===== src/rtl/reg8_pkg.sv =====
// Shared constants and state encoding for the 8x8 register file and its write loader.
package reg8_pkg;

    localparam int unsigned DW    = 8;
    localparam int unsigned AW    = 3;
    localparam int unsigned DEPTH = 1 << AW;
    localparam int unsigned CW    = AW + 1;

    typedef enum logic [1:0] {
        ST_IDLE   = 2'd0,
        ST_STREAM = 2'd1,
        ST_FILL   = 2'd2,
        ST_DONE   = 2'd3
    } state_t;

    // A zero or over-range count means a full sweep of the register file.
    function automatic logic [CW-1:0] clamp_count(input logic [CW-1:0] c);
        return ((c == '0) || (c > CW'(DEPTH))) ? CW'(DEPTH) : c;
    endfunction

endpackage


===== src/rtl/reg8file_loader.sv =====
// Write sequencer for reg8file: streams handshaked bytes or a constant fill
// to auto-incrementing addresses, with a registered done pulse on the last write.
module reg8file_loader
    import reg8_pkg::*;
(
    input  logic          clk,
    input  logic          clr_n,
    input  logic          start,
    input  logic          mode,
    input  logic [AW-1:0] base_addr,
    input  logic [CW-1:0] count,
    input  logic [DW-1:0] fill_data,
    input  logic          in_valid,
    input  logic [DW-1:0] in_data,
    output logic          in_ready,
    output logic          wr_en,
    output logic [AW-1:0] wr_sel,
    output logic [DW-1:0] wr_data,
    output logic          busy,
    output logic          done
);

    state_t        state, state_nx;
    logic [AW-1:0] addr, addr_nx;
    logic [CW-1:0] rem, rem_nx;
    logic [DW-1:0] fill, fill_nx;
    logic          wr_en_nx, done_nx, busy_nx;
    logic [AW-1:0] wr_sel_nx;
    logic [DW-1:0] wr_data_nx;
    logic          write_c;
    logic [DW-1:0] src_c;

    // Handshake depends on the state register only.
    assign in_ready = (state == ST_STREAM);

    always_ff @(posedge clk or negedge clr_n) begin
        if (!clr_n) begin
            state   <= ST_IDLE;
            addr    <= '0;
            rem     <= '0;
            fill    <= '0;
            wr_en   <= 1'b0;
            wr_sel  <= '0;
            wr_data <= '0;
            busy    <= 1'b0;
            done    <= 1'b0;
        end else begin
            state   <= state_nx;
            addr    <= addr_nx;
            rem     <= rem_nx;
            fill    <= fill_nx;
            wr_en   <= wr_en_nx;
            wr_sel  <= wr_sel_nx;
            wr_data <= wr_data_nx;
            busy    <= busy_nx;
            done    <= done_nx;
        end
    end

    always_comb begin
        state_nx   = state;
        addr_nx    = addr;
        rem_nx     = rem;
        fill_nx    = fill;
        wr_en_nx   = 1'b0;
        wr_sel_nx  = wr_sel;
        wr_data_nx = wr_data;
        done_nx    = 1'b0;
        write_c    = 1'b0;
        src_c      = fill;

        case (state)
            ST_IDLE: begin
                if (start) begin
                    addr_nx  = base_addr;
                    fill_nx  = fill_data;
                    rem_nx   = clamp_count(count);
                    state_nx = mode ? ST_FILL : ST_STREAM;
                end
            end
            ST_STREAM: begin
                write_c = in_valid;
                src_c   = in_data;
            end
            ST_FILL: begin
                write_c = 1'b1;
            end
            ST_DONE: begin
                state_nx = ST_IDLE;
            end
            default: begin
                state_nx = ST_IDLE;
            end
        endcase

        // One write per accepted byte (or per fill cycle); the last one raises done.
        if (write_c) begin
            wr_en_nx   = 1'b1;
            wr_sel_nx  = addr;
            wr_data_nx = src_c;
            addr_nx    = addr + AW'(1);
            rem_nx     = rem - CW'(1);
            if (rem == CW'(1)) begin
                state_nx = ST_DONE;
                done_nx  = 1'b1;
            end
        end

        busy_nx = (state_nx != ST_IDLE);
    end

endmodule

===== config.mk =====
export PLATFORM = sky130hd
export DESIGN_NAME = reg8file_loader
export DESIGN_NICKNAME = d
export VERILOG_FILES = /design/src/rtl/reg8_pkg.sv /design/src/rtl/reg8file_loader.sv
export SDC_FILE = /design/constraint.sdc
export NUM_CORES = 1
export LEC_CHECK = 0
export BUFFER_PORTS_ARGS = -buffer_cell sky130_fd_sc_hd__buf_2
export CELL_PAD_IN_SITES_DETAIL_PLACEMENT = 0
export CELL_PAD_IN_SITES_GLOBAL_PLACEMENT = 1
export CORE_MARGIN = 2
export CORE_UTILIZATION = 42
export DETAILED_ROUTE_END_ITERATION = 10
export PLACE_DENSITY = 0.88
export SKIP_CTS_REPAIR_TIMING = 1
export SLEW_MARGIN = 15
export SYNTH_ARGS = -nofsm -noshare
export SYNTH_HDL_FRONTEND = slang
export SYNTH_SLANG_ARGS = --single-unit

===== constraint.sdc =====
create_clock -name clk -period 3.7 [get_ports clk]
set_clock_uncertainty 0.1 [all_clocks]
set_input_delay 0.37 -clock clk [delete_from_list [all_inputs] [get_ports clk]]
set_output_delay 0.37 -clock clk [all_outputs]
set_load 0.005 [all_outputs]

==> results of run 1 <==
## state kept, by name, summed over array words and instances (netlist names)
signal and cells:
addr 3, wr_sel 3, wr_en 1, wr_data 8
state 2, busy 1, rem 4, fill 8
done 1
## kinds of logic after synthesis
group | Yosys count | share of synthesized area, %
multiplexers | 19 | 13.7
adder cells (fa/ha/maj) | 7 | 5.85
buffers and inverters | 12 | 4.43
AO/OA/AOI/OAI | 24 | 10.3
AND/OR/NAND/NOR | 43 | 13.9
flip-flops | 31 | 51.8
## cell usage after synthesis (all sizes together)
master / instances
o211ai: 2
nand3: 4
and2: 1
nand4bb: 1
mux2: 9
nor3: 4
inv: 7
a211oi: 1
o21ai: 11
nand2b: 1
ha: 7
nor2: 4
mux2i: 10
a21oi: 4
a21o: 1
o221a: 1
o32ai: 1
dfrtp: 31
a221o: 1
nor2b: 3
nand2: 22
a211o: 1
nor3b: 1
buf: 5
o22ai: 1
or2: 2
## power groups by stage
stage	Clock (uW)	Sequential, uW	Combinational [uW]
global placement	0	580	530
CTS	284	581	557
global route	297	601	621
floorplan	0	575	406
detailed placement	0	588	555
finish	279	580	546
## path summary, 6_finish.rpt
kind | endpoint | slack (ps) | depth (start not counted)
worst min-delay path | rem[1] | -50 | 1
worst max-delay path | rem[3] | 1390 | 7
worst min register to register | wr_data[6] | 380 | 2
max in group asynchronous | fill[4] | 3100 | 1
worst max register to register | rem[3] | 1390 | 7
min in group clk | fill[5] | 160 | 2
## routing by layer
metal,GRT usage [%],vias to the layer above,share of wire [%]
li1,-,561,-
met1,18.6,539,43
met2,26.6,28,50
met3,4.64,6,5.1
met4,10.3,0,1.9
met5,0,-,0
## area by class of cell
cell class | instances | area, um2 | area share (%)
Tap cell | 46 | 57.6 | 3.17
Inverter | 7 | 28.8 | 1.59
Sequential cell | 31 | 776 | 42.8
Clock buffer | 6 | 51.3 | 2.83
Clock inverter | 2 | 35.0 | 1.93
Multi-Input combinational cell | 93 | 654 | 36.1
Timing Repair Buffer | 42 | 210 | 11.6
## worst max-delay path: cells and delay by family, from the launching register on
kind                     cells  cell delay, ps
multiplexers                 1             100
buffers and inverters        2             320
flip-flops                   1             400
AND/OR/NAND/NOR              1             300
adder cells (fa/ha/maj)      1             540
AO/OA/AOI/OAI                2             420
## stage by stage
| stage | hold WS (ps) | area, um2 | util (%) |
|---|---|---|---|
| floorplan | -25.6 | 1500 | - |
| global placement | 339 | 1730 | 50.9 |
| detailed placement | 355 | 1730 | 50.9 |
| CTS | -25.6 | 1810 | 53.5 |
| global route | 5.04 | 1810 | 53.5 |
| finish | -48.2 | 1810 | 53.5 |
==> reports/summary.txt, run 1 <==
Status - finished, violations left
Failing checks - negative hold slack
Final worst slack - 1390 ps
Largest net degree at the start of global routing - 32
Initial antenna violation count - 0
Beginning of the critical path - state[1]
Gate Count Post-Synth - 136
Iteration-0 DRC count of the detailed router - 89
Fin Hold WS - -48.2 ps
Top cells by area, synth - dfrtp_1, mux2i_1, mux2_2
Critical Path Sink Type - flop
Final-report max-slew violation count - 0
Post-DP HPWL - 2.16 mm
Final wirelength - 2.89 mm
Post-Synthesis Net Count - 171
Placer Congestion - 0.711
CP startpoint kind - flop
Comb pwr share - 38.9%
Slowest stage delay, CP - 540 ps
Core area - 3390 um2
Syn Std Cell Area - 1500 um2
Unrepaired setup endpoints after global routing - false
Pre-CTS WS - 1390 ps
Fin crit share - 62.3%
Slew HR - 55.0%
Worst-skew pair later-pin latency - 340 ps
Dpl cells - 219
GR Util All Layers - 16.3%
Num Clock Sinks - 31
Crit-path slowest cell - ha_1
IO buf count - 42
Starting Density - 44.1%
TNS Setup - 0 ps
DIE AREA - 4060 um2
Net Sw Power - 483 uW
Synth area leader - dfrtp_1
Crit Path Max Fanout - 27
Fraction of layout cells with a size suffix above 1 - 35.4%
Minimum clock period - 2310 ps
First-pass iteration count of the detailed router - 4
GR Overflow Total - 0
Clock transition at path regs - 110 ps
Worst-path cell chain - inv_1 > ha_1 > a21oi_2 > nand2b_4 > inv_4 > mux2i_1 > a221o_1
HP Class - in2async
Hold Violations, Final - 31
Worst path required time - 3830 ps
CP arrival - 2430 ps
Die width - 63.7 um
Most common cell after layout, fill and taps aside - buf_2
Number of fill cells - 312
Top cell type's share of synthesized area - 51.8%
Synthesis-to-finish area growth - 21.2%
Cell variety after synth - 30
Clk buf depth - 2
Leak - 0.000918 uW
Post-layout instance count excluding filler cells - 227
Post-DR wirelength/cell - 12.7 um
Max-Cap Viols - 0
Worst-Margin Slew - 676 ps
CP Class - reg2reg
Reg power frac - 41.3%
Tot Pwr - 1400 uW
Sequential share of the synthesized area - 51.8%
Int Pwr - 921 uW
Warnings from Yosys - 0
Flops & latches, synth - 31
DR vias - 1134
PwrDens - 775 nW/um2
Ant diodes - 0
First-pass GRT wire length - 5.00 mm
Total CTS buffers - 5
Clock power share - 19.9%
Maximum vdd drop - 315 uV
DRC violations left - 0
Number of global-route vias before repair - 1153
Num ports - 43
Site Rows - 21
R2R Path Start - state[1]
H-tree depth - 2
Layout Nets - 215
Chip height - 63.7 um
Via density - 5.00
Root buf cell - clkbuf_4
Sw frac - 34.4%
Fmax - 0.434 GHz
Post-route ant nets - 0
CTS tree - yes
Endpoints failing setup - 0
Syn Area/Cell - 11.0 um2
Most frequent cells in the layout - buf_2, dfrtp_1, nand2_1
No activity file was read; power rests on OpenSTA's default activity.
==> run 2: changes to the inputs <==
Settings changed: ABC_AREA set to 1, CORE_UTILIZATION 42 to 33, PLACE_DENSITY 0.88 to 0.78.
Clock period 3.7 ns to 2.1 ns, I/O delays scaled along.
==> reports/summary.txt, run 2 <==
Dpl cells - 274 (+25%)
Beginning of the critical path - state[0]
PwrDens - 1380 nW/um2 (+79%)
Ant diodes - 0 (unchanged)
Worst-path cell chain - inv_1 > ha_1 > nand2_4 > nand2_1 > nand3_1 > nand2_1
Sequential share of the synthesized area - 50.5% (-1.3 points)
CP Class - reg2reg
First-pass GRT wire length - 5.13 mm (+2.6%)
Commonest cells in the netlist - nand2_1, dfrtp_1, inv_1, o21ai_0, nor2_1
Clk buf depth - 2 (unchanged)
Leak - 0.00106 uW (+15%)
Root buf cell - clkbuf_8
Hold Violations, Final - 0 (-100%)
Most frequent CP cell - nand2_1
GR Util All Layers - 13.0% (-3.3 points)
IO buf count - 42 (unchanged)
R2R depth - 6 (-1)
Via density - 4.41 (-12%)
HP Class - in2reg
Final wirelength - 3.04 mm (+5.0%)
Regs by FF count - fill x8, wr_data x8, rem x4
Starting Density - 34.8% (-9.4 points)
Layout Nets - 265 (+23%)
Top cells by area, synth - dfrtp_1, nand2_1, ha_1
Worst-skew pair later-pin latency - 280 ps (-60 ps)
Slowest stage delay, CP - 380 ps (-160 ps)
Chip height - 72.2 um (+13%)
Most frequent cells in the layout - nand2_1, buf_2, dfrtp_1
Syn Std Cell Area - 1540 um2 (+2.6%)
Final-report max-slew violation count - 0 (unchanged)
Gate Count Post-Synth - 184 (+35%)
Core area - 4410 um2 (+30%)
Critical Path Sink Type - flop
Cell variety after synth - 21 (-30%)
Die width - 72.2 um (+13%)
Pre-CTS WS - 433 ps (-957 ps)
Endpoints failing setup - 0 (unchanged)
Number of synthesized flops with an enable pin - 0 (unchanged)
Total CTS buffers - 5 (unchanged)
Hold Crit Start - fill_data[7]
Minimum clock period - 1670 ps (-641 ps)
Maximum vdd drop - 373 uV (+19%)
Post-route ant nets - 0 (unchanged)
Synthesis-to-finish area growth - 22.2%
Synth area leader - dfrtp_1
R2R Path Start - state[0]
Top-count cell post-synth - nand2_1
Warnings from Yosys - 0 (unchanged)
Worst path required time - 2170 ps (-1660 ps)
Most common cell after layout, fill and taps aside - nand2_1
H-tree depth - 2 (unchanged)
Post-DP HPWL - 2.32 mm (+7.3%)
Fin crit share - 79.3% (+17 points)
Post-DR wirelength/cell - 10.8 um (-15%)
Flops & latches, synth - 31 (unchanged)
Syn Area/Cell - 8.34 um2 (-24%)
Num ports - 43 (unchanged)
Top FF cell, synth - dfrtp_1
Fraction of layout cells with a size suffix above 1 - 24.3% (-11 points)
Top cell type's share of synthesized area - 50.5% (-1.3 points)
Worst-Margin Slew - 689 ps (+13.8 ps)
Largest net degree at the start of global routing - 32 (unchanged)
Slew HR - 54.0% (-0.92 points)
Family with the most delay on the worst path - simple AND/OR/NAND/NOR gates
Final worst slack - 435 ps (-959 ps)
Critical path buffer and inverter count - 1 (-1)
Crit-path slowest cell - ha_1
R2R Path End - rem[3]
TNS Setup - 0 ps (unchanged)
Status - completed
DIE AREA - 5210 um2 (+29%)
CTS tree - yes
CP startpoint kind - flop
R2r setup slk - 430 ps (-960 ps)
Crit Path Max Fanout - 24 (-11%)
Post-layout instance count excluding filler cells - 282 (+24%)
Initial antenna violation count - 0 (unchanged)
DRC violations left - 0 (unchanged)
CP arrival - 1730 ps (-700 ps)
Site Rows - 24 (+14%)
Number of global-route vias before repair - 1166 (+1.1%)
Setup crit end - rem[3]
Iteration-0 DRC count of the detailed router - 88 (-1.1%)
Post-Synthesis Net Count - 219 (+28%)
First-pass iteration count of the detailed router - 4 (unchanged)
DR vias - 1243 (+9.6%)
GR Overflow Total - 0 (unchanged)
Placer Congestion - 0.719 (+1.2%)
Num Clock Sinks - 31 (unchanged)
Critical path depth - 6 (-1)
Async S/R FF share, synth - 100% (unchanged)
Unrepaired setup endpoints after global routing - false
Fmax - 0.600 GHz (+38%)
Clock transition at path regs - 60 ps (-50 ps)
Max-Cap Viols - 0 (unchanged)
[run 2: cells by family after synthesis]
kind of cell / Yosys count / synth area share, %
AND/OR/NAND/NOR: 84 / 22.7
flip-flops: 31 / 50.5
buffers and inverters: 30 / 9.13
AO/OA/AOI/OAI: 29 / 10.1
adder cells (fa/ha/maj): 7 / 5.70
XOR/XNOR: 2 / 1.14
multiplexers: 1 / 0.733
[run 2: worst min path at each step]
stage	endpoint	slack [ps]	cells past startpoint
global route	fill[7]	60	2
detailed placement	busy	200	1
finish	fill[7]	70	2
global placement	busy	200	1
floorplan	addr[0]	-190	0
CTS	busy	-110	1
[run 2: power breakdown]
part           switching (uW)  total [uW]  internal [uW]
registers                 130        1010            875
logic                     671        1130            455
clock network             207         464            256
total                    1010        2590           1590
[run 2: worst register-to-register path: cells and delay by family (launching register included)]
family	cells	cell delay [ps]
buffers and inverters	1	80
adder cells (fa/ha/maj)	1	380
AND/OR/NAND/NOR	4	630
flip-flops	1	360
[run 2: stage by stage]
step                      utilization, %  hold WS, ps  power [uW]  cell area, um2
after floorplan                        -         -186        1850            1540
after global placement              40.3          198        2150            1780
after detailed placement            40.3          202        2160            1780
after CTS                           42.3         -108        2640            1870
after global routing                42.5         64.6        2870            1880
final                               42.5         67.0        2590            1880
[run 2: area by class of cell]
cell class                      count  area (um2)
Sequential cell                    31         776
Clock inverter                      1        5.00
Tap cell                           52        65.1
Fill cell                         481        2540
Clock buffer                        6        82.6
Multi-Input combinational cell    123         619
Timing Repair Buffer               45         235
Inverter                           24        92.6
[run 2: per-layer routing]
metal | vias up | part of all wire, % | GRT usage, %
met5 | - | 0 | 0
met4 | 0 | 0.59 | 5.66
met3 | 2 | 3.8 | 4.44
met2 | 27 | 47 | 20.8
met1 | 548 | 48 | 15.8
li1 | 666 | - | -
